### config.mk
export PLATFORM = sky130hd
export DESIGN_NAME = pingpong_rd_sched
export DESIGN_NICKNAME = d
export VERILOG_FILES = /design/src/rtl/pingpong_rd_sched.sv
export SDC_FILE = /design/constraint.sdc
export NUM_CORES = 1
export LEC_CHECK = 0
export ABC_AREA = 1
export CELL_PAD_IN_SITES_DETAIL_PLACEMENT = 1
export CELL_PAD_IN_SITES_GLOBAL_PLACEMENT = 1
export CORE_ASPECT_RATIO = 0.9
export CORE_UTILIZATION = 33
export CTS_CLUSTER_DIAMETER = 80
export DETAILED_ROUTE_END_ITERATION = 10
export PLACE_DENSITY_LB_ADDON = 0.12
export REMOVE_ABC_BUFFERS = 1
export SYNTH_ARGS = -nofsm -noshare
export SYNTH_HDL_FRONTEND = slang
export SYNTH_SLANG_ARGS = --single-unit
### constraint.sdc
create_clock -name clk_100m -period 1.7 [get_ports clk_100m]
set_clock_uncertainty 0.2 [all_clocks]
set_input_delay 0.255 -clock clk_100m [delete_from_list [all_inputs] [get_ports clk_100m]]
set_output_delay 0.255 -clock clk_100m [all_outputs]
set_load 0.05 [all_outputs]
### src/rtl/pingpong_rd_sched.sv
// -----------------------------------------------------------------------------
// pingpong_rd_sched
//
// Read-side scheduler for the two FIR ping-pong banks. Each bank has two
// owners after the FIR writer completes it: the PL log-mel engine (streamed
// here, released when the stream drains) and the PS SD-carry path (released
// by a rising edge on ps_done). A bank is free again only when both owners
// have released it. A completion arriving for a bank that is still owned is
// dropped and counted.
//
// Parameters
//   DEPTH   words per bank, read addresses 0..DEPTH-1
//   AW      address width
//   RD_LAT  RAM read latency in cycles (1..3)
//
// Ports
//   clk_100m            100 MHz system clock
//   rst                 synchronous active-high reset
//   wr_done, wr_bank    one-cycle completion pulse and the bank it refers to
//   ps_done             asynchronous PS carry-done level
//   rd_ready            PL consumer accepts an address issue this cycle
//   en_rd1, en_rd2      bank read enables (combinational from state/rd_ready)
//   addr_rd             read address
//   rd_vld, rd_last     read data valid / last word, RD_LAT after issue
//   pl_start            one-cycle pulse at the start of each stream
//   ps_full1, ps_full2  bank owned by PS
//   bank_busy           per bank: PL or PS still owns it
//   overflow, drop_cnt  sticky drop flag and saturating drop counter
// -----------------------------------------------------------------------------
module pingpong_rd_sched #(
  parameter int DEPTH  = 35500,
  parameter int AW     = 16,
  parameter int RD_LAT = 1
) (
  input  logic          clk_100m,
  input  logic          rst,
  input  logic          wr_done,
  input  logic          wr_bank,
  input  logic          ps_done,
  input  logic          rd_ready,
  output logic          en_rd1,
  output logic          en_rd2,
  output logic [AW-1:0] addr_rd,
  output logic          rd_vld,
  output logic          rd_last,
  output logic          pl_start,
  output logic          ps_full1,
  output logic          ps_full2,
  output logic [1:0]    bank_busy,
  output logic          overflow,
  output logic [7:0]    drop_cnt
);

  typedef enum logic [1:0] {
    IDLE,
    READ,
    DRAIN
  } pl_state_e;

  pl_state_e         state;
  logic              cur;        // bank being streamed
  logic              pl_nb;      // bank PL prefers next
  logic              ps_nb;      // bank PS is expected to release next
  logic [1:0]        drain_q;
  logic [1:0]        pl_pend;
  logic [1:0]        ps_pend;
  logic              ps_s1, ps_s2, ps_s3;
  logic [RD_LAT-1:0] vld_pipe;
  logic [RD_LAT-1:0] last_pipe;

  logic       issue;
  logic       issue_last;
  logic       ps_edge;
  logic       pl_rel_any;
  logic       wr_accept;
  logic       wr_drop;
  logic       ps_nb_nx;
  logic [1:0] pl_rel;
  logic [1:0] ps_rel;
  logic [1:0] pl_pend_nx;
  logic [1:0] ps_pend_nx;

  // Issue is decoded straight from rd_ready so the consumer's backpressure
  // takes effect in the same cycle without a skid buffer.
  assign issue      = (state == READ) && rd_ready;
  assign issue_last = issue && (addr_rd == AW'(DEPTH - 1));
  assign en_rd1     = issue && !cur;
  assign en_rd2     = issue && cur;

  assign ps_edge    = ps_s2 && !ps_s3;
  assign pl_rel_any = (state == DRAIN) && (drain_q == 2'(RD_LAT - 1));

  assign rd_vld   = vld_pipe[RD_LAT-1];
  assign rd_last  = last_pipe[RD_LAT-1];
  assign ps_full1 = ps_pend[0];
  assign ps_full2 = ps_pend[1];

  // Ownership next-state: releases are applied first, so a completion landing
  // on a bank in the same cycle it is freed is accepted.
  always_comb begin
    // NOTE: every signal gets a default before any branch; otherwise a path
    // that skips an assignment infers a latch.
    pl_rel   = '0;
    ps_rel   = '0;
    ps_nb_nx = ps_nb;
    if (pl_rel_any) pl_rel[cur] = 1'b1;
    if (ps_edge) begin
      if (ps_pend[ps_nb]) begin
        ps_rel[ps_nb] = 1'b1;
        ps_nb_nx      = !ps_nb;
      end else if (ps_pend[!ps_nb]) begin
        ps_rel[!ps_nb] = 1'b1;
        ps_nb_nx       = ps_nb;
      end
    end
    pl_pend_nx = pl_pend & ~pl_rel;
    ps_pend_nx = ps_pend & ~ps_rel;
    wr_accept  = wr_done && !(pl_pend_nx[wr_bank] || ps_pend_nx[wr_bank]);
    wr_drop    = wr_done && !wr_accept;
    if (wr_accept) begin
      pl_pend_nx[wr_bank] = 1'b1;
      ps_pend_nx[wr_bank] = 1'b1;
    end
  end

  // Ownership bits, PS synchronizer and drop accounting.
  always_ff @(posedge clk_100m) begin
    // NOTE: state is updated with non-blocking assignments so every flop
    // samples the pre-edge values regardless of statement order.
    if (rst) begin
      ps_s1     <= 1'b0;
      ps_s2     <= 1'b0;
      ps_s3     <= 1'b0;
      pl_pend   <= '0;
      ps_pend   <= '0;
      ps_nb     <= 1'b0;
      bank_busy <= '0;
      overflow  <= 1'b0;
      drop_cnt  <= '0;
    end else begin
      ps_s1     <= ps_done;
      ps_s2     <= ps_s1;
      ps_s3     <= ps_s2;
      pl_pend   <= pl_pend_nx;
      ps_pend   <= ps_pend_nx;
      ps_nb     <= ps_nb_nx;
      bank_busy <= pl_pend_nx | ps_pend_nx;
      if (wr_drop) begin
        overflow <= 1'b1;
        if (drop_cnt != 8'hFF) drop_cnt <= drop_cnt + 8'd1;
      end
    end
  end

  // PL stream FSM with the read-latency pipeline for rd_vld / rd_last.
  always_ff @(posedge clk_100m) begin
    if (rst) begin
      state     <= IDLE;
      cur       <= 1'b0;
      pl_nb     <= 1'b0;
      addr_rd   <= '0;
      drain_q   <= '0;
      pl_start  <= 1'b0;
      vld_pipe  <= '0;
      last_pipe <= '0;
    end else begin
      pl_start     <= 1'b0;
      vld_pipe[0]  <= issue;
      last_pipe[0] <= issue_last;
      for (int i = 1; i < RD_LAT; i++) begin
        vld_pipe[i]  <= vld_pipe[i-1];
        last_pipe[i] <= last_pipe[i-1];
      end
      case (state)
        IDLE: begin
          addr_rd <= '0;
          drain_q <= '0;
          if (pl_pend[pl_nb]) begin
            cur      <= pl_nb;
            pl_start <= 1'b1;
            state    <= READ;
          end else if (pl_pend[!pl_nb]) begin
            cur      <= !pl_nb;
            pl_start <= 1'b1;
            state    <= READ;
          end
        end
        READ: begin
          if (issue_last) begin
            addr_rd <= '0;
            state   <= DRAIN;
          end else if (issue) begin
            addr_rd <= addr_rd + 1'b1;
          end
        end
        DRAIN: begin
          // Hold the bank until the last word has come out of the RAM.
          if (pl_rel_any) begin
            pl_nb <= !cur;
            state <= IDLE;
          end else begin
            drain_q <= drain_q + 2'd1;
          end
        end
        default: state <= IDLE;
      endcase
    end
  end

endmodule

Word-level counts from Yosys, hierarchy flattened
Cells that the tools add are included.
{"block": "totals", "in_bits": 6, "regBits": 44}
{"block": "classes", "n_bitwise": 8, "reduce_logical": 32, "n_mux": 40, "n_addsub": 3, "order_cmp": 10, "n_eq_ne": 9}
{"op": "$mux W16", "n": 2}
{"op": "$pmux W16 S2", "n": 1}
{"op": "$mux W2", "n": 11}
{"op": "$mux W1", "n": 20}
{"op": "$add A16 B1 Y16 const B", "n": 1}
{"op": "$eq A16 B16 Y1 const B", "n": 1}
{"op": "$logic_and A1 B1 Y1", "n": 12}
{"op": "$lt A1 B2 Y1 const B", "n": 6}
{"op": "$reduce_and A2 Y1", "n": 6}
{"op": "$add A8 B1 Y8 const B", "n": 1}
{"op": "$ne A8 B8 Y1 const B", "n": 1}
{"op": "$logic_not A1 Y1", "n": 6}
{"op": "$ne A2 B2 Y1 const B", "n": 3}
{"op": "$ne A3 B3 Y1 const B", "n": 2}
{"op": "$or A2 B2 Y2", "n": 3}
{"op": "$pmux W2 S3", "n": 1}
{"op": "$reduce_bool A2 Y1", "n": 3}
{"op": "$and A2 B2 Y2", "n": 2}
{"op": "$demux W1 S1", "n": 4}
{"op": "$ge A1 B1 Y1 const B", "n": 4}
{"op": "$logic_not A2 Y1", "n": 2}
{"op": "$not A2 Y2", "n": 2}
{"op": "$pmux W2 S2", "n": 1}
{"op": "$reduce_and A3 Y1", "n": 1}
{"op": "other kinds (6)", "n": 6}

Longest topological paths before layout
{"block": "logic_depth", "ltp_word": 18, "mapped_depth": 10, "ltp_nobuf": 10}

Worst setup path after synthesis
No wires, ideal clock.
{"block": "synth_timing", "path_type": "reg2reg", "start": "reg addr_rd[0]", "end": "reg addr_rd[8]", "path_buffers": 1, "path_stages_with_launch": 10, "setup_slack_ns": -0.304, "t_required_ns": 1.379, "setup_time_ns": 0.121, "arrival_time_ns": 1.683, "cell_sequence": "dfxtp_1 ha_1 nand4_1 nor3_2 nand2_2 nand2_2 nand2_4 nand2_4 buf_12 nor3_2"}
{"block": "synth_via", "elab_chain_cells": 4}
{"element": "from (decl)", "line_no": "43", "source": "output logic [AW-1:0] addr_rd,"}
{"element": "from (signal assigned)", "line_no": "193", "source": "addr_rd <= addr_rd + 1'b1;"}
{"element": "$add A16 B1 Y16 or $eq A16 B16 Y1 (tied branches)", "line_no": "193, 86"}
{"element": "$mux W16 or $logic_and A1 B1 Y1 (tied branches)", "line_no": "192, 86"}
{"element": "$mux W16 or $ne A3 B3 Y1 (tied branches)"}
{"element": "$pmux W16 S2 or $reduce_and A2 Y1 (tied branches)"}
Several ways; a longest one is shown, not always the timed one. The select of a mux whose other input is x is not followed.
A chain may end at the register's enable or synchronous reset.

Worst setup path after layout
{"block": "layout_timing", "start": "reg drop_cnt[0]", "end": "reg drop_cnt[1]"}
{"block": "layout_via", "elab_chain_cells": 2}
{"element": "from (decl)", "line_no": "51", "source": "output logic [7:0] drop_cnt"}
{"element": "from (signal assigned)", "line_no": "150", "source": "if (drop_cnt != 8'hFF) drop_cnt <= drop_cnt + 8'd1;"}
{"element": "branches (longest 2 deep; another with $add A8 B1 Y8)"}
Several ways; the timed one is not identified.

==> summary by stage <==
Run status
The run finished, with violations left. The final reports fail on setup timing.

Detailed routing
The routed wire length is 6.82 mm. The number of iterations in the first detailed-routing pass is 4. The number of DRC violations after detailed routing is 0.

The average wire per cell in the routed design is 14.9 um. The routed layout has 2203 vias. The residual antenna-violating net count after detailed routing is 0. The average via count per standard cell is 4.81.

In this run, the number of DRC markers left after iteration 0 of detailed routing was 48.

Critical path
The kind of critical path is flop to flop. STA classifies the critical path endpoint as a flop. The data arrival time of the critical path is 1.76 ns. The element type at the critical path start is a flop. The peak fanout along the critical path is 8. The critical path required time is 1.73 ns.

Worst hold path
The worst min-delay path class is flop to flop.

Layout
The repair_antennas step left the layout with diodes totalling 0. The area of all placed cells without fillers is 0.00361 sq mm. In the layout the commonest cells are sky130_fd_sc_hd__buf_4, sky130_fd_sc_hd__nand2_1, sky130_fd_sc_hd__inv_1. At the end of the flow, the number of nets in the layout was 394.

The share of cells above drive strength 1 is 0.479. The area growth from synthesis to layout is 73.8%. Summing all multi-input logic gate instances after layout gives 0.00123 sq mm. The finished layout holds 458 standard cells, fillers aside. After filler insertion, the fill cell instance count of the layout stands at 708. Leaving out fill and tap cells, the most frequent cell in the layout is sky130_fd_sc_hd__buf_4. In the final layout, flip-flops and latches occupy 895 sq um.

Yosys
During synthesis, Yosys emitted a total of 0 warnings. The average cell area after synthesis is 7.44 sq um. In this run, synthesis produced a sequential element count of 44. The share of flip-flops with an asynchronous set or reset is 0. The leading register cell type out of synthesis is sky130_fd_sc_hd__dfxtp_1. Of the post-synthesis cell area, the dominant cell type holds 0.425. The synthesized netlist contains 28 unique library cells. The synthesized instance count is 279. The synthesized netlist occupies a cell area of 0.00207 sq mm. For this run, the register share of the synthesized area comes to 0.425. The top cell type by total area after synthesis is sky130_fd_sc_hd__dfxtp_1.

After synthesis, the cell types taking the most area are sky130_fd_sc_hd__dfxtp_1, sky130_fd_sc_hd__nand2_1, sky130_fd_sc_hd__nor2_1. Counting flops with a built-in enable in the synthesized netlist gives 0.

Die
The height of the die is 77.2 um. The starting density of the core is 0.341. The horizontal die dimension is 85.6 um. The placeable core region is 0.00608 sq mm. In this run the core area contains 27 standard-cell rows. The floorplan step defined a die boundary enclosing 0.00661 sq mm. The total I/O pin count is 40.

Timing
For this run, the top clock speed supported by timing is 0.577 GHz. The fraction of the cycle the final worst path needs is 1.02. The final number of max-transition violations came to 0. The setup slack of the critical path after layout is -0.0343 ns.

The worst pin sits at a relative slew slack of 0.640. The smallest clock period supported by the final layout is computed as 1.73 ns. The count of final hold-check violations came to 0.

The tightest hold path in the finished design has a slack of 0.221 ns. The number of failing setup endpoints in the final timing report is 8. At the pin with the least slew margin, the transition time is 0.539 ns. Setup repair after global routing could not meet its margin everywhere.

Clock tree
The clock sink total is 44. The clock tree buffer depth is 2. Clock-pin slew was measured on the worst setup and hold paths at 0.09 ns. The root buffer cell is sky130_fd_sc_hd__clkbuf_8. Clock latency on the worst-skew pair, taken at its later pin, is 0.31 ns. The number of buffers added to fix hold violations after cts is 0. The H-tree level count is 2. The clock tree from TritonCTS is built.

TritonCTS created 5 clock buffers.

Global routing
The number of antenna violations at the first check in global routing is 0. For this run, the total global-route usage over all layers was measured as 0.207. For this run the aggregate overflow at the end of global routing stands at 0.

The wire length of the first global-routing pass is 10.6 mm. The via count of the first global-routing pass was 2178. The maximum number of pins on one net before global-route repair is 20.

Placed design
Detailed placement ended at an HPWL of 4.45 mm. The number of input and output port buffers inserted is 39. The worst-case setup slack after placement is -0.241 ns.

The final weighted congestion in routability-driven placement is 0.771. The cell count after placement is 429. The total placed instance area is 0.00311 sq mm.

Job
Across the run, the number of max-cap violations was 0.

Power and ir drop
The total power per unit cell area is 621 mW/mm^2. The worst-case IR drop observed on VDD is 0.403 mV. The leakage dissipation is 1.43 nW.
-- registers in the layout, summed over array words and instances, names as in the netlist --
register and flops:
overflow 1, ps_nb 1, cur 1, drain_q 2
ps_s2 1, state 2, bank_busy 2, pl_start 1
rd_vld 1, drop_cnt 8, rd_last 1, ps_pend 2
pl_nb 1, ps_s1 1, pl_pend 2, ps_s3 1
addr_rd 16
-- routing by layer --
layer,global-route usage,share of wire,up-vias
li1,-,-,1109
met1,0.276,0.47,1043
met2,0.327,0.49,38
met3,0.0420,0.024,13
met4,0.0767,0.021,0
met5,0,0,-
-- cell families after synthesis --
family,after synthesis,synth area share
AND/OR/NAND/NOR,146,0.334
flip-flops,44,0.425
buffers and inverters,42,0.0881
AO/OA/AOI/OAI,33,0.0893
XOR/XNOR,11,0.0464
adder cells (fa/ha/maj),3,0.0181
-- area by class of cell --
type	instances	share of cell area
Multi-Input combinational cell	194	0.342
Timing Repair Buffer	102	0.318
Sequential cell	44	0.248
Inverter	38	0.0416
Tap cell	72	0.0250
Clock buffer	5	0.0191
Clock inverter	3	0.00659
-- final timing paths --
kind	startpoint	to	slack, ns	cells past startpoint
setup / recovery	drop_cnt[0]	drop_cnt[1]	-0.03	8
setup reg to reg	drop_cnt[0]	drop_cnt[1]	-0.03	8
hold / removal	ps_s1	ps_s2	0.22	2
hold reg to reg	ps_s1	ps_s2	0.22	2
-- timing repair --
item                                    in CTS  in global routing
endpoints found under the setup margin      25                 33
buffers inserted                            17                  4
gates cloned                                 0                  1
resized for setup                           32                 38
pin swaps                                   14                 21
-- cell usage after synthesis (3+ instances only) --
cell type / number
sky130_fd_sc_hd__o21ai_0: 5
sky130_fd_sc_hd__nor3_1: 8
sky130_fd_sc_hd__nand3_1: 19
sky130_fd_sc_hd__ha_1: 3
sky130_fd_sc_hd__a21oi_1: 23
sky130_fd_sc_hd__xnor2_1: 3
sky130_fd_sc_hd__nand4_1: 6
sky130_fd_sc_hd__nor2_2: 6
sky130_fd_sc_hd__nor2_1: 38
sky130_fd_sc_hd__nand2_2: 4
sky130_fd_sc_hd__nand2_1: 54
sky130_fd_sc_hd__xor2_1: 8
sky130_fd_sc_hd__inv_1: 36
sky130_fd_sc_hd__nor3_2: 5
sky130_fd_sc_hd__dfxtp_1: 44
-- through the flow --
step	util	total power [mW]	setup TNS [ns]
after floorplan	-	1.29	-6.46
after global placement	0.511	1.45	-3.45
after detailed placement	0.511	1.46	-4.53
after CTS	0.564	2.20	-0.196
after global routing	0.593	2.34	-1.77
final	0.593	2.24	-0.134
-- critical path, stage by stage (launching register included) --
cell and delay [ns]:
sky130_fd_sc_hd__dfxtp_2 0.35, sky130_fd_sc_hd__ha_2 0.19, sky130_fd_sc_hd__nand2_1 0.11, sky130_fd_sc_hd__nor2_2 0.16, sky130_fd_sc_hd__nand3_1 0.12, sky130_fd_sc_hd__nand4_1 0.13, sky130_fd_sc_hd__buf_6 0.14, sky130_fd_sc_hd__nand2_1 0.08
sky130_fd_sc_hd__a21oi_2 0.17
-- report_power, final --
group	leakage (nW)	internal, mW	switching, mW
registers	0.362	1.06	0.0210
clock network	0.0404	0.291	0.401
logic	1.02	0.200	0.264
No activity file was read; power rests on OpenSTA's default activity.
